### src/rtl/apb2axi_pkg.sv
// Shared types and constants for the APB-to-AXI bridge read path.
// Struct views use the default bus geometry (32-bit address, 4-bit len, 4-bit ID, 64-bit data).
package apb2axi_pkg;

  localparam logic [1:0] AXI_BURST_INCR    = 2'b01;
  localparam logic [3:0] AXI_CACHE_DEFAULT = 4'b0011;

  localparam int unsigned REQ_ADDR_W = 32;
  localparam int unsigned REQ_LEN_W  = 4;
  localparam int unsigned CPL_ID_W   = 4;
  localparam int unsigned CPL_DATA_W = 64;

  typedef enum logic [1:0] {
    RespOkay   = 2'b00,
    RespExokay = 2'b01,
    RespSlverr = 2'b10,
    RespDecerr = 2'b11
  } resp_e;

  typedef struct packed {
    logic                  is_write;
    logic [2:0]            size;
    logic [REQ_LEN_W-1:0]  len;
    logic [REQ_ADDR_W-1:0] addr;
  } rd_req_t;

  typedef struct packed {
    logic [CPL_ID_W-1:0]   id;
    logic [CPL_DATA_W-1:0] data;
    resp_e                 resp;
    logic                  len_err;
  } rd_cpl_t;

  // Worst response is the numerically largest encoding.
  function automatic logic [1:0] resp_max(input logic [1:0] a, input logic [1:0] b);
    return (a > b) ? a : b;
  endfunction

endpackage

### src/rtl/apb2axi_tag_alloc.sv
// Busy bitmap for outstanding AR tags with a lowest-free-index priority encoder.
// Set and clear act on the edge; the encoder always sees the pre-edge bitmap.
module apb2axi_tag_alloc #(
  parameter int unsigned NUM_TAGS = 4,
  parameter int unsigned IDX_W    = 4
) (
  input  logic                aclk,
  input  logic                aresetn,
  input  logic                i_set,
  input  logic [IDX_W-1:0]    i_set_idx,
  input  logic                i_clr,
  input  logic [IDX_W-1:0]    i_clr_idx,
  output logic [NUM_TAGS-1:0] o_busy,
  output logic                o_any_free,
  output logic [IDX_W-1:0]    o_free_idx
);

  logic [NUM_TAGS-1:0] r_busy;

  always_ff @(posedge aclk or negedge aresetn) begin
    if (!aresetn) begin
      r_busy <= '0;
    end else begin
      for (int i = 0; i < int'(NUM_TAGS); i++) begin
        if (i_set && i_set_idx == IDX_W'(i)) begin
          r_busy[i] <= 1'b1;
        end else if (i_clr && i_clr_idx == IDX_W'(i)) begin
          r_busy[i] <= 1'b0;
        end
      end
    end
  end

  always_comb begin
    o_free_idx = '0;
    for (int i = int'(NUM_TAGS) - 1; i >= 0; i--) begin
      if (!r_busy[i]) o_free_idx = IDX_W'(i);
    end
  end

  assign o_any_free = ~&r_busy;
  assign o_busy     = r_busy;

endmodule

### src/rtl/apb2axi_rd_engine.sv
// Multi-outstanding AXI read engine: pops read requests, issues tagged AR bursts, collects R beats
// per tag and emits one completion per burst. Define APB2AXI_RD_STATS_EN for saturating counters.
module apb2axi_rd_engine
  import apb2axi_pkg::*;
#(
  parameter int unsigned AXI_ADDR_W      = 32,
  parameter int unsigned AXI_DATA_W      = 64,
  parameter int unsigned AXI_ID_W        = 4,
  parameter int unsigned LEN_W           = 4,
  parameter int unsigned MAX_OUTSTANDING = 4,
  parameter int unsigned FIFO_ENTRY_W    = 1 + 3 + LEN_W + AXI_ADDR_W
) (
  input  logic                    aclk,
  input  logic                    aresetn,
  input  logic                    rd_pop_valid,
  output logic                    rd_pop_ready,
  input  logic [FIFO_ENTRY_W-1:0] rd_pop_data,
  output logic [AXI_ID_W-1:0]     arid,
  output logic [AXI_ADDR_W-1:0]   araddr,
  output logic [LEN_W-1:0]        arlen,
  output logic [2:0]              arsize,
  output logic [1:0]              arburst,
  output logic                    arlock,
  output logic [3:0]              arcache,
  output logic [2:0]              arprot,
  output logic                    arvalid,
  input  logic                    arready,
  input  logic [AXI_ID_W-1:0]     rid,
  input  logic [AXI_DATA_W-1:0]   rdata,
  input  logic [1:0]              rresp,
  input  logic                    rlast,
  input  logic                    rvalid,
  output logic                    rready,
  output logic                    cpl_valid,
  input  logic                    cpl_ready,
  output logic [AXI_ID_W-1:0]     cpl_id,
  output logic [AXI_DATA_W-1:0]   cpl_data,
  output logic [1:0]              cpl_resp,
  output logic                    cpl_len_err,
  output logic                    err_wr_entry,
  output logic                    err_bad_rid
`ifdef APB2AXI_RD_STATS_EN
  ,
  output logic [31:0]             stat_ar_cnt,
  output logic [31:0]             stat_beat_cnt,
  output logic [31:0]             stat_err_cnt
`endif
);

  logic                  w_is_write;
  logic [2:0]            w_size;
  logic [LEN_W-1:0]      w_len;
  logic [AXI_ADDR_W-1:0] w_addr;

  assign w_is_write = rd_pop_data[FIFO_ENTRY_W-1];
  assign w_size     = rd_pop_data[FIFO_ENTRY_W-2 -: 3];
  assign w_len      = rd_pop_data[AXI_ADDR_W +: LEN_W];
  assign w_addr     = rd_pop_data[AXI_ADDR_W-1:0];

  logic                       r_active;
  logic                       r_arvalid;
  logic [AXI_ID_W-1:0]        r_arid;
  logic [AXI_ADDR_W-1:0]      r_araddr;
  logic [LEN_W-1:0]           r_arlen;
  logic [2:0]                 r_arsize;
  logic                       r_cpl_valid;
  logic [AXI_ID_W-1:0]        r_cpl_id;
  logic [AXI_DATA_W-1:0]      r_cpl_data;
  logic [1:0]                 r_cpl_resp;
  logic                       r_cpl_len_err;
  logic                       r_err_wr;
  logic                       r_err_rid;
  logic [LEN_W:0]             r_cnt  [MAX_OUTSTANDING];
  logic [1:0]                 r_resp [MAX_OUTSTANDING];
  logic [LEN_W-1:0]           r_len  [MAX_OUTSTANDING];

  logic [MAX_OUTSTANDING-1:0] w_busy;
  logic                       w_any_free;
  logic [AXI_ID_W-1:0]        w_free_idx;
  logic                       w_pop_rd, w_pop_wr, w_r_acc, w_beat_ok, w_beat_last;
  logic                       w_rid_busy, w_len_err;
  logic [LEN_W:0]             w_cur_cnt, w_new_cnt;
  logic [1:0]                 w_cur_resp, w_new_resp;
  logic [LEN_W-1:0]           w_cur_len;

  // Handshake outputs stay low until the first edge after reset release.
  assign w_pop_rd = r_active && rd_pop_valid && !w_is_write && w_any_free &&
                    (!r_arvalid || arready);
  assign w_pop_wr = r_active && rd_pop_valid && w_is_write;
  assign rd_pop_ready = w_pop_rd || w_pop_wr;
  assign rready  = r_active && (!r_cpl_valid || cpl_ready);
  assign w_r_acc = rvalid && rready;

  always_comb begin
    w_rid_busy = 1'b0;
    w_cur_cnt  = '0;
    w_cur_resp = '0;
    w_cur_len  = '0;
    for (int i = 0; i < int'(MAX_OUTSTANDING); i++) begin
      if (rid == AXI_ID_W'(i)) begin
        w_rid_busy = w_busy[i];
        w_cur_cnt  = r_cnt[i];
        w_cur_resp = r_resp[i];
        w_cur_len  = r_len[i];
      end
    end
  end

  assign w_beat_ok   = w_r_acc && w_rid_busy;
  assign w_beat_last = w_beat_ok && rlast;
  assign w_new_cnt   = w_cur_cnt + (LEN_W+1)'(1);
  assign w_new_resp  = resp_max(w_cur_resp, rresp);
  assign w_len_err   = (w_new_cnt != ({1'b0, w_cur_len} + (LEN_W+1)'(1)));

  apb2axi_tag_alloc #(
    .NUM_TAGS (MAX_OUTSTANDING),
    .IDX_W    (AXI_ID_W)
  ) u_tag_alloc (
    .aclk       (aclk),
    .aresetn    (aresetn),
    .i_set      (w_pop_rd),
    .i_set_idx  (w_free_idx),
    .i_clr      (w_beat_last),
    .i_clr_idx  (rid),
    .o_busy     (w_busy),
    .o_any_free (w_any_free),
    .o_free_idx (w_free_idx)
  );

  always_ff @(posedge aclk or negedge aresetn) begin
    if (!aresetn) begin
      r_active      <= 1'b0;
      r_arvalid     <= 1'b0;
      r_arid        <= '0;
      r_araddr      <= '0;
      r_arlen       <= '0;
      r_arsize      <= '0;
      r_cpl_valid   <= 1'b0;
      r_cpl_id      <= '0;
      r_cpl_data    <= '0;
      r_cpl_resp    <= '0;
      r_cpl_len_err <= 1'b0;
      r_err_wr      <= 1'b0;
      r_err_rid     <= 1'b0;
      for (int i = 0; i < int'(MAX_OUTSTANDING); i++) begin
        r_cnt[i]  <= '0;
        r_resp[i] <= '0;
        r_len[i]  <= '0;
      end
    end else begin
      r_active  <= 1'b1;
      r_err_wr  <= w_pop_wr;
      r_err_rid <= w_r_acc && !w_rid_busy;
      if (w_pop_rd) begin
        r_arvalid <= 1'b1;
        r_arid    <= w_free_idx;
        r_araddr  <= w_addr;
        r_arlen   <= w_len;
        r_arsize  <= w_size;
      end else if (arready) begin
        r_arvalid <= 1'b0;
      end
      if (w_beat_last) begin
        r_cpl_valid   <= 1'b1;
        r_cpl_id      <= rid;
        r_cpl_data    <= rdata;
        r_cpl_resp    <= w_new_resp;
        r_cpl_len_err <= w_len_err;
      end else if (cpl_ready) begin
        r_cpl_valid <= 1'b0;
      end
      for (int i = 0; i < int'(MAX_OUTSTANDING); i++) begin
        if (w_pop_rd && w_free_idx == AXI_ID_W'(i)) begin
          r_cnt[i]  <= '0;
          r_resp[i] <= '0;
          r_len[i]  <= w_len;
        end else if (w_beat_ok && rid == AXI_ID_W'(i)) begin
          r_cnt[i]  <= w_new_cnt;
          r_resp[i] <= w_new_resp;
        end
      end
    end
  end

  assign arvalid      = r_arvalid;
  assign arid         = r_arid;
  assign araddr       = r_araddr;
  assign arlen        = r_arlen;
  assign arsize       = r_arsize;
  assign arburst      = AXI_BURST_INCR;
  assign arlock       = 1'b0;
  assign arcache      = AXI_CACHE_DEFAULT;
  assign arprot       = 3'b000;
  assign cpl_valid    = r_cpl_valid;
  assign cpl_id       = r_cpl_id;
  assign cpl_data     = r_cpl_data;
  assign cpl_resp     = r_cpl_resp;
  assign cpl_len_err  = r_cpl_len_err;
  assign err_wr_entry = r_err_wr;
  assign err_bad_rid  = r_err_rid;

`ifdef APB2AXI_RD_STATS_EN
  logic [31:0] r_stat_ar, r_stat_beat, r_stat_err;
  logic [2:0]  w_err_inc;
  logic [32:0] w_err_sum;

  assign w_err_inc = 3'(w_beat_last && (w_new_resp != 2'b00)) + 3'(w_beat_last && w_len_err) +
                     3'(w_r_acc && !w_rid_busy) + 3'(w_pop_wr);
  assign w_err_sum = {1'b0, r_stat_err} + 33'(w_err_inc);

  always_ff @(posedge aclk or negedge aresetn) begin
    if (!aresetn) begin
      r_stat_ar   <= '0;
      r_stat_beat <= '0;
      r_stat_err  <= '0;
    end else begin
      if (r_arvalid && arready && !(&r_stat_ar)) r_stat_ar <= r_stat_ar + 32'd1;
      if (w_r_acc && !(&r_stat_beat))            r_stat_beat <= r_stat_beat + 32'd1;
      r_stat_err <= w_err_sum[32] ? '1 : w_err_sum[31:0];
    end
  end

  assign stat_ar_cnt   = r_stat_ar;
  assign stat_beat_cnt = r_stat_beat;
  assign stat_err_cnt  = r_stat_err;
`endif

endmodule

### config.mk
export PLATFORM = sky130hd
export DESIGN_NAME = apb2axi_rd_engine
export DESIGN_NICKNAME = d
export VERILOG_FILES = /design/src/rtl/apb2axi_pkg.sv /design/src/rtl/apb2axi_tag_alloc.sv /design/src/rtl/apb2axi_rd_engine.sv
export SDC_FILE = /design/constraint.sdc
export NUM_CORES = 1
export LEC_CHECK = 0
export CELL_PAD_IN_SITES_DETAIL_PLACEMENT = 0
export CELL_PAD_IN_SITES_GLOBAL_PLACEMENT = 1
export CORE_MARGIN = 3
export CORE_UTILIZATION = 37
export DETAILED_ROUTE_END_ITERATION = 12
export PLACE_DENSITY_LB_ADDON = 0.1
export SKIP_LAST_GASP = 1
export SLEW_MARGIN = 20
export SYNTH_ARGS = -nofsm -noshare
export SYNTH_HDL_FRONTEND = slang
export SYNTH_SLANG_ARGS = --single-unit
### constraint.sdc
create_clock -name aclk -period 5.58 [get_ports aclk]
set_clock_uncertainty 0.15 [all_clocks]
set_input_delay 1.116 -clock aclk [delete_from_list [all_inputs] [get_ports aclk]]
set_output_delay 1.116 -clock aclk [all_outputs]
set_load 0.02 [all_outputs]
Word-level counts from Yosys, hierarchy flattened
Cells that the tools add are included.

Add/subtract/negate cells: 2. Order comparisons: 1. Eq/ne operators: 7. Multiplexer cells: 49. Reductions and logical operators: 43.

Operators by type and width (number): two-way mux 5 bit (12); two-way mux 2 bit (17); logical AND 1 bit (22); nonzero test 2 bit (10); two-way mux 1 bit (16); two-way mux 4 bit (4); == test 4 x 2 -> 1 bit, second input constant (2); logical NOT 4 bit (2); adder 4 x 1 -> 5 bit, second input constant (1); adder 5 x 1 -> 5 bit, second input constant (1); logical NOT 1 bit (5); != test 5 bit (1); == test 2 bit, second input constant (2); == test 4 x 1 -> 1 bit, second input constant (1); AND reduction 4 bit (1); logical OR 1 bit (3); == test 2 x 1 -> 1 bit, second input constant (1); greater-than comparator 2 bit (1).

Flip-flop bits (word level): 167. Input bits: 117. Output and inout bits: 130.

Longest topological paths before layout
Depth in word-level cells: 10. Depth in mapped cells: 13. Depth with buffers taken out: 10.

Cells and area by module
From an unflattened synthesis, not the netlist that was laid out.

Cell total of the unflattened synthesis: 665. Area, all modules: 7295.7 sq um.

Modules (own cells, without submodules): apb2axi_rd_engine (instances 1, cells an instance 638, area each 7043.0 sq um); apb2axi_tag_alloc (instances 1, cells an instance 27, area each 252.7 sq um).

Worst setup path before layout
OpenSTA, ideal clock, no wires.

Path type: in2out. From: in rd_pop_data[39]. To: out rd_pop_ready. Arrival time: 2.129 ns. Data required time: 4.314 ns. Path slack: 2.185 ns. Stages: 5. Path buffers: 2. Cells stage by stage: and3b_1 > clkbuf_1 > nand3_2 > clkbuf_1 > nand2b_1.

Cells in the longest elaborated chain, start to end: 5.

Ends and longest elaborated chain: from (decl) (RTL line apb2axi_rd_engine.sv:17) `input logic [FIFO_ENTRY_W-1:0] rd_pop_data,`; logical NOT 1 bit (RTL line apb2axi_rd_engine.sv:87) `assign w_pop_rd = r_active && rd_pop_valid && !w_is_write && w_any_free &&`; logical AND 1 bit (3 in a row) (RTL line apb2axi_rd_engine.sv:87); logical OR 1 bit (*) (RTL line apb2axi_rd_engine.sv:90) `assign rd_pop_ready = w_pop_rd || w_pop_wr;`; to (decl) (RTL line apb2axi_rd_engine.sv:16) `output logic rd_pop_ready,`.

Every way passes the cells marked *; elsewhere a longest branch is shown, timed or not.

Worst setup path in the final report
Same ends and word-level chain as after synthesis.

==> summary.md <==
| Metric | Value |
|---|---|
| Leakage | `4.594 nW` |
| Avg Vias per Cell | `a little under 5` |
| Final non-filler cell area | `~10000 µm²` |
| Rel. slew slack | `0.4333` |
| CTS buffer count | `17` |
| Crit Path Class | `input pin to output port` |
| Final setup violation count | `0` |
| Port Buffers | `approximately 230` |
| Fraction of registers with async set/reset | `1.000` |
| Yosys top cell by area | `dfrtp_1` |
| Die Area | `20520 µm²` |
| Number of synthesized flops with an enable pin | `0` |
| Starting Density | `0.3829` |
| Crit-path most repeated cell | `clkdlybuf4s50_1` |
| # hold bufs at CTS | `0` |
| Htree depth | `4` |
| Worst Path Max Fanout | `5` |
| Share of layout cells above drive strength 1 | `0.1375` |
| Clock slew at reported path FFs | `approximately 70 ps` |
| I/O Pins | `247` |
| Max-cap violations | `0` |
| Routed length per instance | `between 15 and 20 µm` |
| Setup Buffers After CTS | `0` |
| VDD IR-drop max | `about 0.00027 V` |
| Site Rows | `49` |
| Gr ovfl total | `0` |
| Worst-case clock buffer depth | `2` |
| Total power per unit cell area | `456.8 nW/µm²` |
| Top delay family on crit path | `buffers and inverters` |
| Total GRT Usage | `0.1879` |
| Final Slew Violations | `0` |
| RSZ-0062 raised after global routing | `no` |
| Routed Antenna Nets | `0` |
| Yosys warning total | `0` |
| Post-DP HPWL | `14100 µm` |
| Clock sinks | `165` |
| Worst-Skew Late Latency | `roughly 420 ps` |
| Area grow syn2layout | `44.28%` |
| Crit path DAT | `roughly 2700 ps` |
| N_diodes | `0` |
| PostCTS Resize Cnt | `0` |
| DR DRC count | `0` |
| Fillers | `between 1.5k and 2k` |
| Vias | `roughly 5.4k` |
| Prevailing post-synth register cell | `dfrtp_1` |
| Max frequency | `around 250 MHz` |
| Sequential cell area | `4129 µm²` |
| Die Y | `roughly 140 µm` |
| TritonCTS clock tree | `yes` |
| Drt first pass iters | `4` |
| Run status | `complete, no violations` |
| Multi-input gate area | `2634 µm²` |
| Sequential share of the synthesized area | `0.5922` |
| Worst Hold Class | `register to register` |
| Vias in the first global route | `~5.6k` |
| Core area | `18210 µm²` |
| Syn_area_per_cell | `10.98 µm²` |
| Post-synth cell types | `between 40 and 50` |
| Worst slew pin tran | `845.6 ps` |
| Cell area after synthesis | `approximately 7000 µm²` |
| Routability congestion estimate | `roughly 0.85` |
| Worst setup SP type | `input pin` |
| Synth top area cells | `dfrtp_1, nand2_1, mux2_2` |
| Final Cycle Share | `0.7043` |
| Buf/Inv on CP | `2` |
| Highest cell delay on the worst timing path | `630 ps` |
| Utilization after layout | `0.5524` |
| Seq cells post-synth | `between 150 and 200` |
| Count leader, synth | `nand2_1` |
| Initial antenna violation count | `1` |
| Die Wd | `about 140 µm` |
| Largest net degree at the start of global routing | `81` |
| Synth top cells by count | `nand2_1, dfrtp_1, mux2_2, o21ai_0, nand3_1` |
| Design Power | `0.004595 W` |
| Nets | `between 900 and 1k` |
| Hold_ws | `approximately 330 ps` |
| Final min period | `between 3000 and 4000 ps` |
| Crit-path slowest cell | `clkdlybuf4s50_1` |
| Final WL | `around 19000 µm` |
| Root buffer cell | `clkbuf_16` |
| First-pass GRT wire length | `30080 µm` |
| R2R Setup Slk | `3010 ps` |
| WP data required | `4310 ps` |
| Fin Setup TNS | `0 ps` |
| Iteration-0 DRC Markers | `roughly 270` |
| CP Cell Sequence | `clkdlybuf4s50_1, and3b_1, nand3_2, nand2b_1, clkdlybuf4s50_1` |
| Hold Violations, Final | `0` |
| Area after DPL | `approximately 9500 µm²` |
| Synth top area share | `0.5922` |
| Gate count after technology mapping | `between 600 and 700` |
| Critical Path Sink Type | `output port` |
report_power, final:
part	switching, W	internal [W]	leakage, nW
combinational	0.000817	0.000868	2.22
sequential	0.000204	0.00157	2.10
clock	0.000492	0.000644	0.274
total	0.00151	0.00308	4.59
registers in the layout, indices dropped and copies added (netlist names), 3 cells and up:
| name | count |
|---|---|
| arsize | 3 |
| arlen | 4 |
| r_resp | 8 |
| r_cnt | 20 |
| cpl_data | 64 |
| araddr | 32 |
| r_len | 16 |
| u_tag_alloc.o_busy | 4 |
| cpl_id | 4 |
layout by cell type (no fill, tap or decap), drive strengths merged, types with 2 or more instances in the layout:
cell / synthesis / layout
mux2: 57 / 57
o21ai: 33 / 33
and3: 2 / 2
clkbuf: 9 / 20
a21o: 2 / 2
mux4: 11 / 11
nor2b: 3 / 3
conb: 2 / 13
dfrtp: 165 / 165
nand3: 21 / 21
xor2: 8 / 8
nand2: 233 / 233
clkdlybuf4s50: 0 / 233
nor3: 5 / 5
clkinv: 0 / 5
clkinvlp: 0 / 3
xnor2: 5 / 5
a21oi: 5 / 5
o31ai: 2 / 2
inv: 4 / 7
mux2i: 2 / 2
buf: 33 / 11
and2: 5 / 5
nand2b: 6 / 6
nand4: 3 / 3
ha: 5 / 5
nor2: 5 / 5
per-stage QoR:
| step | std cells | setup WS [ps] |
|---|---|---|
| global route | 1109 | 1489 |
| detailed placement | 1077 | 1319 |
| floorplan | 646 | 2185 |
| CTS | 1109 | 1621 |
| finish | 1109 | 1650 |
| global placement | 1077 | 1350 |
cells by family (layout without fill, tap and decap cells):
logic type	Yosys count	count (layout)	share of synthesized area
DFF	165	165	0.5922
muxes	70	70	0.1305
AOI/OAI and AO/OA	45	45	0.03822
other	2	13	0.001077
xor gates and xnor gates	13	13	0.01741
buffers and inverters	46	280	0.03697
adders and majority gates	5	5	0.008973
and+or+nand+nor	289	289	0.1746
final timing paths:
| check | startpoint | to | depth (start not counted) |
|---|---|---|---|
| max reg2reg | r_active | r_cnt[5] | 7 |
| max | rd_pop_data[39] | rd_pop_ready | 5 |
| min in group asynchronous | aresetn | cpl_data[4] | 1 |
| max in group asynchronous | aresetn | cpl_data[49] | 2 |
| min | cpl_data[55] | cpl_data[55] | 2 |
| min reg2reg | cpl_data[55] | cpl_data[55] | 2 |
worst min-delay path, stage by stage, from the launching register on:
cell and delay, ps:
dfrtp_1 340, nand2_1 50, nand2_1 50
routing by layer:
metal	part of all wire	track usage	wire length (µm)
met3	0.071	0.05191	1374
met4	0.029	0.07483	560
met2	0.48	0.3111	9273
met1	0.42	0.2343	8169
met5	0.00067	0	13
area by class of cell:
| class | instances | area share |
|---|---|---|
| clock buffers | 20 | 0.04540 |
| clock inverters | 12 | 0.01182 |
| inverters | 4 | 0.001493 |
| multi-input cells | 435 | 0.2618 |
| flip-flops and latches | 165 | 0.4105 |
| well taps | 229 | 0.02849 |
| repair buffers | 244 | 0.2405 |
(Power assumes the default switching activity.)
